[config.mk]
export PLATFORM = sky130hd
export DESIGN_NAME = cdb_arb_2x1
export DESIGN_NICKNAME = d
export VERILOG_FILES = /design/src/rtl/cdb_arb_2x1.sv
export SDC_FILE = /design/constraint.sdc
export NUM_CORES = 1
export LEC_CHECK = 0
export ABC_AREA = 1
export ABC_CLOCK_PERIOD_IN_PS = 3300
export CAP_MARGIN = 20
export CORE_MARGIN = 5
export CORE_UTILIZATION = 39
export CTS_CLUSTER_DIAMETER = 100
export DETAILED_ROUTE_END_ITERATION = 16
export GPL_TIMING_DRIVEN = 0
export PLACE_DENSITY_LB_ADDON = 0.12
export SYNTH_ARGS = -nofsm -noshare
export SYNTH_HDL_FRONTEND = slang
export SYNTH_SLANG_ARGS = --single-unit
[constraint.sdc]
create_clock -name clk -period 3.3 [get_ports clk]
set_clock_uncertainty 0.15 [all_clocks]
set_input_delay 0.66 -clock clk [delete_from_list [all_inputs] [get_ports clk]]
set_output_delay 0.66 -clock clk [all_outputs]
set_load 0.05 [all_outputs]
[src/rtl/cdb_arb_2x1.sv]
// Two-requester round-robin arbiter feeding a single registered common-data-bus slot.
// One transfer per cycle is sustained when the consumer keeps out_ready high.
module cdb_arb_2x1 #(
  parameter int unsigned WIDTH = 8
) (
  input  logic             clk,
  input  logic             reset,
  input  logic             in1_valid,
  input  logic [WIDTH-1:0] in1_data,
  output logic             in1_ready,
  input  logic             in2_valid,
  input  logic [WIDTH-1:0] in2_data,
  output logic             in2_ready,
  output logic             out_valid,
  output logic [WIDTH-1:0] out_data,
  input  logic             out_ready,
  output logic             sel,
  output logic             out_src,
  output logic [7:0]       stall_cnt
);

  typedef enum logic [0:0] {StEmpty, StFull} state_e;

  state_e           state_q, state_d;
  logic [WIDTH-1:0] out_data_q, out_data_d;
  logic             out_src_q, out_src_d;
  logic             last_q, last_d;
  logic             sel_q, sel_d;
  logic [7:0]       stall_q, stall_d;

  logic load_en;
  logic grant_vld;
  logic grant;

  always_comb begin
    load_en   = (state_q == StEmpty) || out_ready;
    grant_vld = load_en && (in1_valid || in2_valid);
    // Under contention the side that did not win last time goes first.
    grant     = (in1_valid && in2_valid) ? ~last_q : in2_valid;

    state_d    = state_q;
    out_data_d = out_data_q;
    out_src_d  = out_src_q;
    last_d     = last_q;
    sel_d      = sel_q;
    stall_d    = stall_q;

    if (grant_vld) begin
      state_d    = StFull;
      out_data_d = grant ? in2_data : in1_data;
      out_src_d  = grant;
      last_d     = grant;
      sel_d      = grant;
    end else if (state_q == StFull && out_ready) begin
      state_d = StEmpty;
    end

    if (state_q == StFull && !out_ready && stall_q != 8'hFF) begin
      stall_d = stall_q + 8'd1;
    end
  end

  always_ff @(posedge clk) begin
    if (reset) begin
      state_q    <= StEmpty;
      out_data_q <= '0;
      out_src_q  <= 1'b0;
      last_q     <= 1'b1;
      sel_q      <= 1'b0;
      stall_q    <= 8'd0;
    end else begin
      state_q    <= state_d;
      out_data_q <= out_data_d;
      out_src_q  <= out_src_d;
      last_q     <= last_d;
      sel_q      <= sel_d;
      stall_q    <= stall_d;
    end
  end

  // Reset overrides the combinational handshake so nothing is accepted during reset.
  assign sel       = reset ? 1'b0 : (grant_vld ? grant : sel_q);
  assign in1_ready = !reset && grant_vld && !grant;
  assign in2_ready = !reset && grant_vld && grant;
  assign out_valid = (state_q == StFull);
  assign out_data  = out_data_q;
  assign out_src   = out_src_q;
  assign stall_cnt = stall_q;

endmodule

# [Word-level counts from Yosys, hierarchy flattened]
# Cells that the tools add are included.
[op_classes] n_bitwise=2 add_sub_neg=1 n_reduce_logical=14 eq_ne=1 muxes=6
[ops] cell="adder 8 x 1 -> 8 bit (second input constant)" count=1
[ops] cell="logical AND 1 bit" count=8
[ops] cell="2-to-1 mux 8 bit" count=1
[ops] cell="inequality test 8 bit (second input constant)" count=1
[ops] cell="2-to-1 mux 1 bit" count=5
[ops] cell="zero test 1 bit" count=3
[ops] cell="logical OR 1 bit" count=2
[ops] cell="inverter 1 bit" count=2
[ops] cell="nonzero test 2 bit" count=1
[totals] regBits=20 elab_cells=30

# [Logic depth before layout (Yosys ltp)]
# Gate-level depths: netlist of run 1.
[logic_depth] word_depth=5 depth_mapped=8 ltp_nobuf=8

# [Least setup slack after synthesis of run 1]
# Ideal clock, no wire load.
[synth_timing] path_kind="input to output" start="in in1_valid" end="out in1_ready" path_buffers=1 setup_slack_ns=0.391 t_required_ns=2.490 path_stages=5 arrival_time_ns=2.099 cell_sequence="nand2_1 > nand2_2 > buf_4 > inv_2 > nor3_1"
[synth_between] elab_chain_cells=4 word_cells_on_any_way=7 cone_classes="mux (1); reduce/logical (6)"
[synth_lines] item="from (decl)" line="8" source="input logic in1_valid,"
[synth_lines] item="logical AND 1 bit / logical OR 1 bit (equally long branches)" line="39, 37"
[synth_lines] item="2-to-1 mux 1 bit / logical AND 1 bit (equally long branches)" line="39, 37"
[synth_lines] item="zero test 1 bit / logical AND 1 bit (equally long branches)" line="83" source="assign in1_ready = !reset && grant_vld && !grant;"
[synth_lines] item="logical AND 1 bit *" line="83"
[synth_lines] item="to (decl)" line="10" source="output logic in1_ready,"
# Mark *: on every way between the ends. The rest lies on a longest branch, timed or not.

# [Worst setup path in the final report of run 1]
# Same ends and word-level chain as after synthesis.

==> impl_metrics.tcl, run 1 <==
set metrics [dict create \
    holdCritStartpoint "out_data[6]" \
    clkSinkCount 20 \
    power_density_nw_per_um2 391 \
    worst_slew_pin_slew_ns 0.509 \
    vdd_ir_drop_max_v 0.000325 \
    finalNetCount 232 \
    die_y_um 61.9 \
    clk_pin_slew_ns 0.11 \
    grt_pass1_vias 1060 \
    fin_area_um2 1520 \
    antenna_found_initial 0 \
    vias 1098 \
    dr.pass1.iters 4 \
    whs_path_depth 2 \
    path_max_fanout 10 \
    rsz0062_at_grt "false" \
    p_sw_uw 200 \
    setup_viol 0 \
    grt_max_degree 12 \
    cts_tree "built" \
    drt_iter0_markers 85 \
    yosysUniqueCellTypes 19 \
    relSlewSlack 0.660 \
    vias_per_cell 4.59 \
    syn_inst 165 \
    synth_fp_nets 187 \
    grtUsageMet3 0.0475 \
    start_util 0.416 \
    synth_top_area_cell "dfxtp_1" \
    synth_top_family_by_area "simple AND/OR/NAND/NOR gates" \
    met1_usage 0.168 \
    clk_latency_ns 0.31 \
    combinationalPowerShare 0.299 \
    min_path_type "reg -> reg" \
    die_w_um 61.9 \
    routabilityCongestion 0.813 \
    worst_ep_arrival_time_ns 2.30 \
    io_buffers 40 \
    syn2layout_area_growth_pct 44.5 \
    synth_fa_ha_area_frac 0.0119 \
    coreArea_um2 2520 \
    drt-total-wl_um 2600 \
    required_ns 2.49 \
    synth_seq_area_share 0.381 \
    synthTopCellsByArea "dfxtp_1, nand2_1, nor2_1" \
    synth_common_cells "nand2_1, nor2_1, dfxtp_1" \
    synth_edf_count 0 \
    cts_setup_buffers 0 \
    synth_area_per_cell_um2 6.36 \
    ys.flop_type "dfxtp_1" \
    slew_violations 0 \
    hold_buffers 0 \
    htree_levels 1 \
    drv_cap 0 \
    power_frac_seq 0.453 \
    cts_buffers 3 \
    synth-async-reset-ratio 0 \
    fin_util 0.601 \
    pwr-share-clk 0.247 \
    r2r_start "stall_cnt[0]" \
    ant_nets 0 \
    diodes 0 \
    synthSimpleGateAreaFrac 0.409 \
    grt-ovfl-total 0 \
    r2r_slack_ns 1.84 \
    grt_usage 0.156 \
    period_minus_slack_ns 3.11 \
    rows 18 \
    yosys-mux-area-fraction 0 \
    timing.rr.end "stall_cnt[4]" \
    final_hold_viol_count 0 \
    synth_compound_area_frac 0.0906 \
    critPathKind "in -> out" \
    synth_xor_area_frac 0.00834 \
    min_to "out_data[6]" \
    synth_top_area_frac 0.381 \
    drcViolationCount 0 \
    busiest_layer "met2" \
    wl_per_cell_um 10.9 \
    gr-usage-met2 0.277 \
    finalCritPeriodShare 0.942 \
    timing.fmax_mhz 322 \
    die-area_um2 3830 \
    internal-power_uw 393 \
    p_leak_uw 0.000692 \
    synth.most_common_cell "nand2_1" \
    outcome "complete, no violations" \
    tns_ns 0 \
    place_hpwl_um 2020 \
    ioPinCount 42 \
    cts-root-buf "clkbuf_4" \
    critPathLaunchType "primary input" \
    grt_pass1_wl_um 4420 \
    ys_ff_latch 20 \
    reg2regPathDepth 8 \
    synthesis.area_um2 1050 \
    placed_area_um2 1490 \
    clock_tree.buffer_depth 2 \
    yosysWarnings 0 \
    drive_gt1_frac 0.0861 \
    switching_share 0.337 \
    endpoint_kind "output port" \
]
## kinds of logic (layout without fill, tap and decap cells)
kind of cell               count (synthesis)  after routing
buffers and inverters                     25             69
DFF                                       20             20
AOI/OAI and AO/OA                         19             19
xor gates and xnor gates                   1              1
and+or+nand+nor                           99             99
adders and majority gates                  1              1
## repair_timing
action	4_1_cts	5_1_grt
pin swaps	0	0
endpoints found under the hold margin	0	0
resized for setup	3	2
endpoints found under the setup margin	3	1
## per-layer routing
layer  up-vias  part of all wire
li1        588                 -
met1       473              0.40
met2        33              0.51
met3         4             0.079
met4         0             0.013
met5         -                 0
## state kept, by name, summed over array words and instances, names as in the netlist
| signal | flops |
|---|---|
| stall_cnt | 8 |
| out_valid | 1 |
| last_q | 1 |
| out_data | 8 |
| sel_q | 1 |
| out_src | 1 |
## power groups by stage
| stage | Combinational (uW) | Clock [uW] | Sequential (uW) |
|---|---|---|---|
| after global routing | 194 | 163 | 272 |
| after detailed placement | 181 | 0 | 274 |
| after floorplan | 64.6 | 0 | 322 |
| after CTS | 180 | 153 | 269 |
| final | 178 | 147 | 269 |
| after global placement | 179 | 0 | 274 |
## placed cells by master (no fill, tap or decap)
cell type,instances
nand2_2,3
clkbuf_1,1
nor2_4,2
ha_1,1
o21ai_0,3
clkdlybuf4s50_1,37
inv_1,18
nand3_1,8
nand2_4,1
buf_2,2
nor3_1,1
nand2_8,1
o21ai_1,1
a21oi_1,15
clkbuf_2,1
clkbuf_8,1
dfxtp_1,20
inv_2,2
nor2_1,30
nand2_1,53
clkbuf_4,3
xor2_1,1
buf_4,2
dlygate4sd2_1,2
## worst max path at each step
stage                     slack, ns  startpoint        end  cells past startpoint
after floorplan                0.39   in1_valid  in1_ready                      5
after global placement        -0.16   out_ready        sel                      8
after detailed placement      -0.18   out_ready        sel                      8
after CTS                      0.11   out_ready        sel                      8
after global routing           0.07   out_ready  in1_ready                      7
final                          0.19   in1_valid  in1_ready                      7
## critical path: stages
cell and delay [ns]:
clkdlybuf4s50_1 0.48, nand2_1 0.07, nand2_2 0.14, buf_4 0.20, inv_2 0.04, nor3_1 0.15
dlygate4sd2_1 0.56
## through the flow
step,std cells,hold slack [ns],total power (uW),setup slack (ns)
after CTS,239,0.324,602,0.108
after global routing,239,0.358,628,0.0721
after floorplan,165,0.279,387,0.391
after detailed placement,235,0.305,455,-0.180
final,239,0.323,593,0.190
after global placement,235,0.298,452,-0.157
## cell type report
class / instances / area [um^2]
Inverter: 20 / 75.1
Clock buffer: 4 / 36.3
Tap cell: 30 / 37.5
Fill cell: 260 / 1010
Buffer: 5 / 28.8
Sequential cell: 20 / 400
Timing Repair Buffer: 40 / 393
Multi-Input combinational cell: 120 / 546
Power figures use the tool's default switching activity.
==> inputs of run 2 (changes only) <==
--- a/config.mk
+++ b/config.mk
@@ -11,7 +11,9 @@
 export CORE_MARGIN = 5
 export CORE_UTILIZATION = 39
 export CTS_CLUSTER_DIAMETER = 100
+export CTS_CLUSTER_SIZE = 12
 export DETAILED_ROUTE_END_ITERATION = 16
+export GPL_ROUTABILITY_DRIVEN = 1
 export GPL_TIMING_DRIVEN = 0
 export PLACE_DENSITY_LB_ADDON = 0.12
 export SYNTH_ARGS = -nofsm -noshare
==> results of run 2 <==
Final layout, timing and power as in run 1 (identical DEF).
